`config.mk`:
```
export PLATFORM = sky130hd
export DESIGN_NAME = ahbl_timer
export DESIGN_NICKNAME = d
export VERILOG_FILES = /design/src/rtl/ahbl_timer.sv
export SDC_FILE = /design/constraint.sdc
export NUM_CORES = 1
export LEC_CHECK = 0
export ABC_AREA = 1
export BUFFER_PORTS_ARGS = -buffer_cell sky130_fd_sc_hd__buf_4
export CORE_AREA = 4 4 139 141
export CTS_CLUSTER_SIZE = 30
export DETAILED_ROUTE_END_ITERATION = 8
export DIE_AREA = 0 0 143 145
export PLACE_DENSITY = 0.66
export SLEW_MARGIN = 25
export SYNTH_ARGS = -nofsm -noshare
export SYNTH_HDL_FRONTEND = slang
export SYNTH_SLANG_ARGS = --single-unit
```
`constraint.sdc`:
```
create_clock -name HCLK -period 5.2 [get_ports HCLK]
set_clock_uncertainty 0.05 [all_clocks]
set_input_delay 0.52 -clock HCLK [delete_from_list [all_inputs] [get_ports HCLK]]
set_output_delay 0.52 -clock HCLK [all_outputs]
set_load 0.02 [all_outputs]
```
`src/rtl/ahbl_timer.sv`:
```
`default_nettype none
// ============================================================================
//  Module   : ahbl_timer
//  Purpose  : AHB-Lite zero-wait-state slave with a down-counting timer,
//             programmable prescaler, one-shot/periodic modes and level IRQ.
//  Revision : 1.0  initial release
// ============================================================================
module ahbl_timer #(
  parameter int CNT_W = 32,
  parameter int PRE_W = 16
) (
  input  logic        HCLK,
  input  logic        HRESETn,
  input  logic        HSEL,
  input  logic [31:0] HADDR,
  input  logic [1:0]  HTRANS,
  input  logic        HWRITE,
  input  logic [2:0]  HSIZE,
  input  logic [31:0] HWDATA,
  input  logic        HREADY,
  output logic [31:0] HRDATA,
  output logic        HREADYOUT,
  output logic        IRQ
);

  localparam logic [2:0] OFF_CTRL   = 3'd0;
  localparam logic [2:0] OFF_LOAD   = 3'd1;
  localparam logic [2:0] OFF_COUNT  = 3'd2;
  localparam logic [2:0] OFF_PRESC  = 3'd3;
  localparam logic [2:0] OFF_STATUS = 3'd4;
  localparam logic [2:0] SIZE_WORD  = 3'b010;

  // Address-phase capture
  logic [2:0]       addr_q;
  logic             write_q;
  logic             valid_q;

  // Timer registers
  logic             en_q,    en_d;
  logic             per_q,   per_d;
  logic             ie_q,    ie_d;
  logic             tof_q,   tof_d;
  logic [CNT_W-1:0] load_q,  load_d;
  logic [CNT_W-1:0] count_q, count_d;
  logic [PRE_W-1:0] presc_q, presc_d;
  logic [PRE_W-1:0] pcnt_q,  pcnt_d;

  logic             wr_en;
  logic             tick;
  logic             hw_tof;
  logic [31:0]      rdata;
  logic             unused_ok;

  // Latch the address phase of a selected, active transfer; otherwise drop valid
  always_ff @(posedge HCLK or negedge HRESETn) begin
    if (!HRESETn) begin
      addr_q  <= 3'd0;
      write_q <= 1'b0;
      valid_q <= 1'b0;
    end else if (HSEL && HTRANS[1] && HREADY) begin
      addr_q  <= HADDR[4:2];
      write_q <= HWRITE;
      valid_q <= (HSIZE == SIZE_WORD);
    end else begin
      valid_q <= 1'b0;
    end
  end

  assign wr_en  = valid_q & write_q;
  assign tick   = en_q && (pcnt_q == presc_q);
  assign hw_tof = tick && (count_q == '0);

  // Next-state: prescaler and counter first, then bus writes override them
  always_comb begin
    en_d    = en_q;
    per_d   = per_q;
    ie_d    = ie_q;
    tof_d   = tof_q;
    load_d  = load_q;
    count_d = count_q;
    presc_d = presc_q;
    pcnt_d  = pcnt_q;

    if (!en_q || tick) begin
      pcnt_d = '0;
    end else begin
      pcnt_d = pcnt_q + PRE_W'(1);
    end

    if (tick) begin
      if (count_q != '0) begin
        count_d = count_q - CNT_W'(1);
      end else if (per_q) begin
        count_d = load_q;
      end else begin
        en_d = 1'b0;
      end
    end

    if (wr_en) begin
      case (addr_q)
        OFF_CTRL: begin
          en_d  = HWDATA[0];
          per_d = HWDATA[1];
          ie_d  = HWDATA[2];
          // A fresh enable always starts a full prescale period
          if (!en_q && HWDATA[0]) begin
            pcnt_d = '0;
          end
        end
        OFF_LOAD: begin
          load_d  = HWDATA[CNT_W-1:0];
          count_d = HWDATA[CNT_W-1:0];
          pcnt_d  = '0;
        end
        OFF_COUNT:  count_d = HWDATA[CNT_W-1:0];
        OFF_PRESC:  presc_d = HWDATA[PRE_W-1:0];
        OFF_STATUS: begin
          if (HWDATA[0]) begin
            tof_d = 1'b0;
          end
        end
        default: ;
      endcase
    end

    // Hardware overflow wins against a same-cycle clear
    if (hw_tof) begin
      tof_d = 1'b1;
    end
  end

  // Timer state registers
  always_ff @(posedge HCLK or negedge HRESETn) begin
    if (!HRESETn) begin
      en_q    <= 1'b0;
      per_q   <= 1'b0;
      ie_q    <= 1'b0;
      tof_q   <= 1'b0;
      load_q  <= '0;
      count_q <= '0;
      presc_q <= '0;
      pcnt_q  <= '0;
    end else begin
      en_q    <= en_d;
      per_q   <= per_d;
      ie_q    <= ie_d;
      tof_q   <= tof_d;
      load_q  <= load_d;
      count_q <= count_d;
      presc_q <= presc_d;
      pcnt_q  <= pcnt_d;
    end
  end

  // Read mux driven by the latched data-phase offset; writes and idle read 0
  always_comb begin
    rdata = '0;
    if (valid_q && !write_q) begin
      case (addr_q)
        OFF_CTRL:   rdata[2:0]       = {ie_q, per_q, en_q};
        OFF_LOAD:   rdata[CNT_W-1:0] = load_q;
        OFF_COUNT:  rdata[CNT_W-1:0] = count_q;
        OFF_PRESC:  rdata[PRE_W-1:0] = presc_q;
        OFF_STATUS: rdata[0]         = tof_q;
        default:    rdata            = '0;
      endcase
    end
  end

  assign HRDATA    = rdata;
  assign HREADYOUT = 1'b1;
  assign IRQ       = tof_q & ie_q;

  // Address/data bits outside the decoded range are intentionally ignored
  assign unused_ok = ^{HADDR[31:5], HADDR[1:0], HTRANS[0], HWDATA};

endmodule
`default_nettype wire

```
==> results.sh, run 1 <==
export IMPL_start_util_pct=39.5
export IMPL_syn_nets=1188
export IMPL_ff2ff_path_depth=8
export IMPL_utilization_pct=45.1
export IMPL_max_clock_freq_mhz=301
export IMPL_hpwl_mm=14.8
export IMPL_ios=108
export IMPL_synthFlopType="dfrtp_1"
export IMPL_synth_edf_count=0
export IMPL_hold_class="in2async"
export IMPL_powerDensity_nw_per_um2=241
export IMPL_setup_slack_ps=1880
export IMPL_yosys_top_cells_area="dfrtp_1 (37%), nand2_1 (25%), nor2_1 (6.0%)"
export IMPL_gr_total_overflow=0
export IMPL_die_h_um=145
export IMPL_wire_per_inst_um=15.0
export IMPL_die_w_um=143
export IMPL_dp_cells=1378
export IMPL_switching_share_pct=29.9
export IMPL_pwr_share_comb_pct=14.8
export IMPL_remaining_drc_errors=0
export IMPL_drv_slew=0
export IMPL_final_instance_count_excl_fill=1394
export IMPL_fin_nets=1237
export IMPL_finalHoldViolCount=0
export IMPL_synth_cells=1111
export IMPL_ys_seq_area_share_pct=37.1
export IMPL_syn_cell_area_sq_um=7090
export IMPL_seq_power_share_pct=46.8
export IMPL_cp_arrival_ps=2750
export IMPL_portBuffers=76
export IMPL_core_rowCount=49
export IMPL_ys_types=42
export IMPL_r2r_start="addr_q[0]"
export IMPL_track_usage_pct=20.4
export IMPL_design_die_area_sq_um=20700
export IMPL_grt_pass1_vias=6699
export IMPL_maxSlewHeadroom_pct=29.8
export IMPL_diodes=0
export IMPL_worst_pin_slew_ps=1050
export IMPL_synth_seq_cells=105
export IMPL_clockRootBuffer="clkbuf_16"
export IMPL_rsz0062_at_grt="false"
export IMPL_antenna_found_initial=0
export IMPL_clk_pin_slew_worst_paths_ps=80
export IMPL_syn2layout_area_growth_pct=14.3
export IMPL_cts_hold_buf=0
export IMPL_yosys_warnings=0
export IMPL_critPathMaxFanout=19
export IMPL_worstSetupStartpointType="flop"
export IMPL_pwr_share_clk_pct=38.4
export IMPL_vias_per_cell=5.07
export IMPL_grt_first_pass_wirelength_mm=34.3
export IMPL_setup_tns_ps=0
export IMPL_htree_levels=3
export IMPL_place_ws_ps=2180
export IMPL_clk_latency_ps=370
export IMPL_r2r_slack_ps=2080
export IMPL_async_reset_ff_share_pct=100
export IMPL_peakVddDrop_v=0.000145
export IMPL_syn_area_per_cell_sq_um=6.38
export IMPL_final_setup_viol_count=0
export IMPL_synth_most_common_cell="nand2_1"
export IMPL_status="finished clean"
export IMPL_fin_crit_sh_pct=63.8
export IMPL_fin_crit_ps=3320
export IMPL_p_int_w=0.00137
export IMPL_cp_endpoint="HRDATA[0]"
export IMPL_drtPass1Iterations=6
export IMPL_cap_violations=0
export IMPL_switchingPower_w=0.000583
export IMPL_core_area_sq_um=18000
export IMPL_drive_gt1_share_pct=11.6
export IMPL_whs_ps=118
export IMPL_place_congestion=0.941
export IMPL_cp_required_ps=4630
export IMPL_vias=7062
export IMPL_synthTopCellsByCount="nand2_1 (476), nor2_1 (113), dfrtp_1 (105), inv_1 (97), o21ai_0 (74)"
export IMPL_clockBufferDepth=2
export IMPL_r2r_end="count_q[25]"
export IMPL_clock_sinks=105
export IMPL_critPathKind="reg2out"
export IMPL_grt_max_degree=65
export IMPL_cts_resized=0
export IMPL_endpoint_kind="output pin"
export IMPL_cts_made_buffers=9
export IMPL_synth_top_area_share_pct=37.1
export IMPL_antenna_left=0
export IMPL_crit_start="addr_q[0]"
export IMPL_post_cts_buffers=0
export IMPL_routed_wl_mm=20.9
export IMPL_drt_iter0_markers=425
export IMPL_p_leak_nw=4.15
export IMPL_post_synth_top_area_cell="dfrtp_1"
export IMPL_cts_tree="built"
logic make-up (layout without fill, tap and decap cells):
family                   count (synthesis)  in the layout  synth area share [%]
AND/OR/NAND/NOR                        660            660                  37.5
AO/OA/AOI/OAI                          159            159                  12.3
buffers and inverters                  152            206                  8.68
flip-flops                             105            105                  37.1
XOR/XNOR                                29             29                  3.58
adder cells (fa/ha/maj)                  3              3                 0.529
multiplexers                             2              2                 0.318
other                                    1              1                0.0529
flip-flops by register name, indices dropped and copies added (netlist names):
| name | cells |
|---|---|
| addr_q | 3 |
| count_q | 32 |
| en_q | 1 |
| ie_q | 1 |
| load_q | 32 |
| pcnt_q | 16 |
| per_q | 1 |
| presc_q | 16 |
| tof_q | 1 |
| valid_q | 1 |
| write_q | 1 |
layout make-up:
cell class	instances	area [sq um]
clock buffers	10	239
clock inverters	6	78.8
fillers	1917	9860
inverters	108	407
multi-input cells	854	3850
flip-flops and latches	105	2630
well taps	229	287
repair buffers	82	616
power by group through the flow:
stage	Clock, W	Sequential [W]	Combinational [W]
final	0.000750	0.000913	0.000289
after detailed placement	0	0.000928	0.000288
after global routing	0.000795	0.000921	0.000331
after floorplan	0	0.000913	0.000194
after global placement	0	0.000927	0.000285
after CTS	0.000762	0.000912	0.000290
worst max-delay path: stages (launching register included):
cell and delay [ps]:
dfrtp_1 450, nor3_4 880, inv_2 360, o21ai_0 250, a31oi_1 60, a21oi_1 170, buf_4 200
layer usage:
metal  vias to the layer above  GRT usage (%)  wire, um
met5                         -              0         0
met4                         0           5.18       283
met3                        20           2.93      1070
met2                       180           32.3      9640
met1                      3287           29.4      9930
li1                       3575              -         -
through the flow:
step	total power [W]	instance area [sq um]
after CTS	0.00196	8110
final	0.00195	8110
after detailed placement	0.00122	7790
after global placement	0.00121	7790
after floorplan	0.00111	7090
after global routing	0.00205	8110
worst min-delay path by stage:
| stage | start | end | slack (ps) | cells past startpoint |
|---|---|---|---|---|
| 3_3_place_gp | load_q[18] | load_q[18] | 430 | 2 |
| 3_5_place_dp | load_q[24] | load_q[24] | 440 | 2 |
| 4_1_cts | HRESETn | pcnt_q[1] | 150 | 1 |
| 6_report | HRESETn | pcnt_q[1] | 120 | 1 |
| 5_1_grt | HRESETn | pcnt_q[1] | 170 | 1 |
| 2_1_floorplan | HRESETn | addr_q[0] | 170 | 0 |
cells in the final DEF, fill, tap and decap left out, types with 9 or more instances in the layout:
cell type,count
a21oi_1,49
buf_4,82
clkbuf_16,9
dfrtp_1,104
inv_1,96
inv_2,10
nand2_1,476
nand3_1,33
nand4_1,11
nor2_1,112
nor2_2,9
o211ai_1,9
o21ai_0,74
o21ai_1,9
xor2_1,29
No activity file was read; power rests on OpenSTA's default activity.
==> inputs of run 2 (changes only) <==
==> constraint.sdc (replaced) <==
create_clock -name HCLK -period 3.4 [get_ports HCLK]
set_clock_uncertainty 0.05 [all_clocks]
set_input_delay 0.34 -clock HCLK [delete_from_list [all_inputs] [get_ports HCLK]]
set_output_delay 0.34 -clock HCLK [all_outputs]
set_load 0.02 [all_outputs]
==> results.sh, run 2 (synthesis results as in run 1) <==
export IMPL_status="finished clean"
export IMPL_routed_wl_mm=20.9
export IMPL_clockBufferDepth=2
export IMPL_worst_pin_slew_ps=785
export IMPL_vias=7040
export IMPL_clk_latency_ps=360
export IMPL_vias_per_cell=5.03
export IMPL_diodes=0
export IMPL_drive_gt1_share_pct=11.8
export IMPL_hpwl_mm=14.9
export IMPL_setup_tns_ps=0
export IMPL_worstSetupStartpointType="flop"
export IMPL_ios=108
export IMPL_cts_resized=0
export IMPL_grt_pass1_vias=6774
export IMPL_dp_cells=1383
export IMPL_maxSlewHeadroom_pct=47.4
export IMPL_powerDensity_nw_per_um2=363
export IMPL_track_usage_pct=20.6
export IMPL_grt_first_pass_wirelength_mm=34.9
export IMPL_antenna_found_initial=0
export IMPL_design_area_sq_um=8150
export IMPL_fin_nets=1242
export IMPL_grt_max_degree=58
export IMPL_cts_hold_buf=0
export IMPL_start_util_pct=39.5
export IMPL_cts_tree="built"
export IMPL_die_w_um=143
export IMPL_core_rowCount=49
export IMPL_final_instance_count_excl_fill=1399
export IMPL_layout_common_cells="nand2_1 (476), nor2_1 (112), dfrtp_1 (104)"
export IMPL_finalHoldViolCount=0
export IMPL_drv_slew=0
export IMPL_antenna_left=0
export IMPL_wire_per_inst_um=14.9
export IMPL_wl_met1_mm=10.0
export IMPL_drt_iter0_markers=465
export IMPL_die_h_um=145
export IMPL_cap_violations=0
export IMPL_portBuffers=76
export IMPL_fin_crit_ps=2870
export IMPL_p_leak_nw=4.17
export IMPL_rsz0062_at_grt="false"
export IMPL_cp_arrival_ps=2480
export IMPL_wl_met2_mm=9.78
export IMPL_peakVddDrop_v=0.000237
export IMPL_final_common_cell="nand2_1"
export IMPL_cp_required_ps=3010
export IMPL_endpoint_kind="output pin"
export IMPL_fin_crit_sh_pct=84.3
export IMPL_hold_class="in2async"
export IMPL_critPathKind="reg2out"
export IMPL_clk_pin_slew_worst_paths_ps=80
export IMPL_wl_met3_um=886
export IMPL_max_clock_freq_mhz=349
export IMPL_reg_top3="count_q x32, load_q x32"
export IMPL_clock_sinks=105
export IMPL_whs_ps=7.29
export IMPL_htree_levels=3
export IMPL_top_layer_used="met4"
export IMPL_design_die_area_sq_um=20700
export IMPL_place_congestion=0.974
export IMPL_gr_total_overflow=0
export IMPL_drtPass1Iterations=5
export IMPL_core_area_sq_um=18000
export IMPL_critPathMaxFanout=17
export IMPL_remaining_drc_errors=0
export IMPL_fillers=1933
export IMPL_power_total_w=0.00296
export IMPL_final_setup_viol_count=0
export IMPL_dpl_cell_area_sq_um=7850
export IMPL_post_cts_buffers=0
export IMPL_cts_made_buffers=9
export IMPL_syn2layout_area_growth_pct=15.0
export IMPL_clockRootBuffer="clkbuf_16"
-- run 2: cell type report --
type	count	area, sq um	share of cell area (%)
inverter	108	407	4.99
clock buffer	10	229	2.81
tap	229	287	3.51
timing repair buffer	87	678	8.32
sequential	105	2630	32.2
multi-input combinational	854	3850	47.2
clock inverter	6	75.1	0.921
-- run 2: worst paths after layout --
path | from | end | slack [ps] | depth (start not counted)
worst max register to register | pcnt_q[12] | count_q[7] | 930 | 10
max in group asynchronous | HRESETn | count_q[15] | 2570 | 2
min in group HCLK | HSIZE[0] | valid_q | 70 | 2
worst max-delay path | addr_q[2] | HRDATA[16] | 530 | 7
worst min register to register | load_q[24] | load_q[24] | 450 | 2
worst min-delay path | HRESETn | presc_q[2] | 7 | 1
-- run 2: where the power goes --
part / internal (W) / total [W] / switching (W)
Combinational: 0.000174 / 0.000446 / 0.000272
Sequential: 0.00132 / 0.00140 / 0.0000833
Clock: 0.000585 / 0.00111 / 0.000526
Total: 0.00207 / 0.00296 / 0.000881
-- run 2: routing by layer --
| metal | global-route usage, % | up-vias |
|---|---|---|
| li1 | - | 3586 |
| met1 | 29.9 | 3294 |
| met2 | 32.8 | 146 |
| met3 | 2.57 | 14 |
| met4 | 4.52 | 0 |
| met5 | 0 | - |
-- run 2: critical path: stages (launching register included) --
cell and delay (ps):
dfrtp_1 440, inv_2 140, nand3_1 190, inv_1 600, buf_12 240, nand2_1 60, a21oi_1 230, buf_4 220
-- run 2: metrics by stage --
stage / setup slack [ps] / util, %
after global routing: 374 / 45.4
after detailed placement: 929 / 43.7
after global placement: 969 / 43.7
after floorplan: 1440 / -
final: 533 / 45.4
after CTS: 520 / 45.4
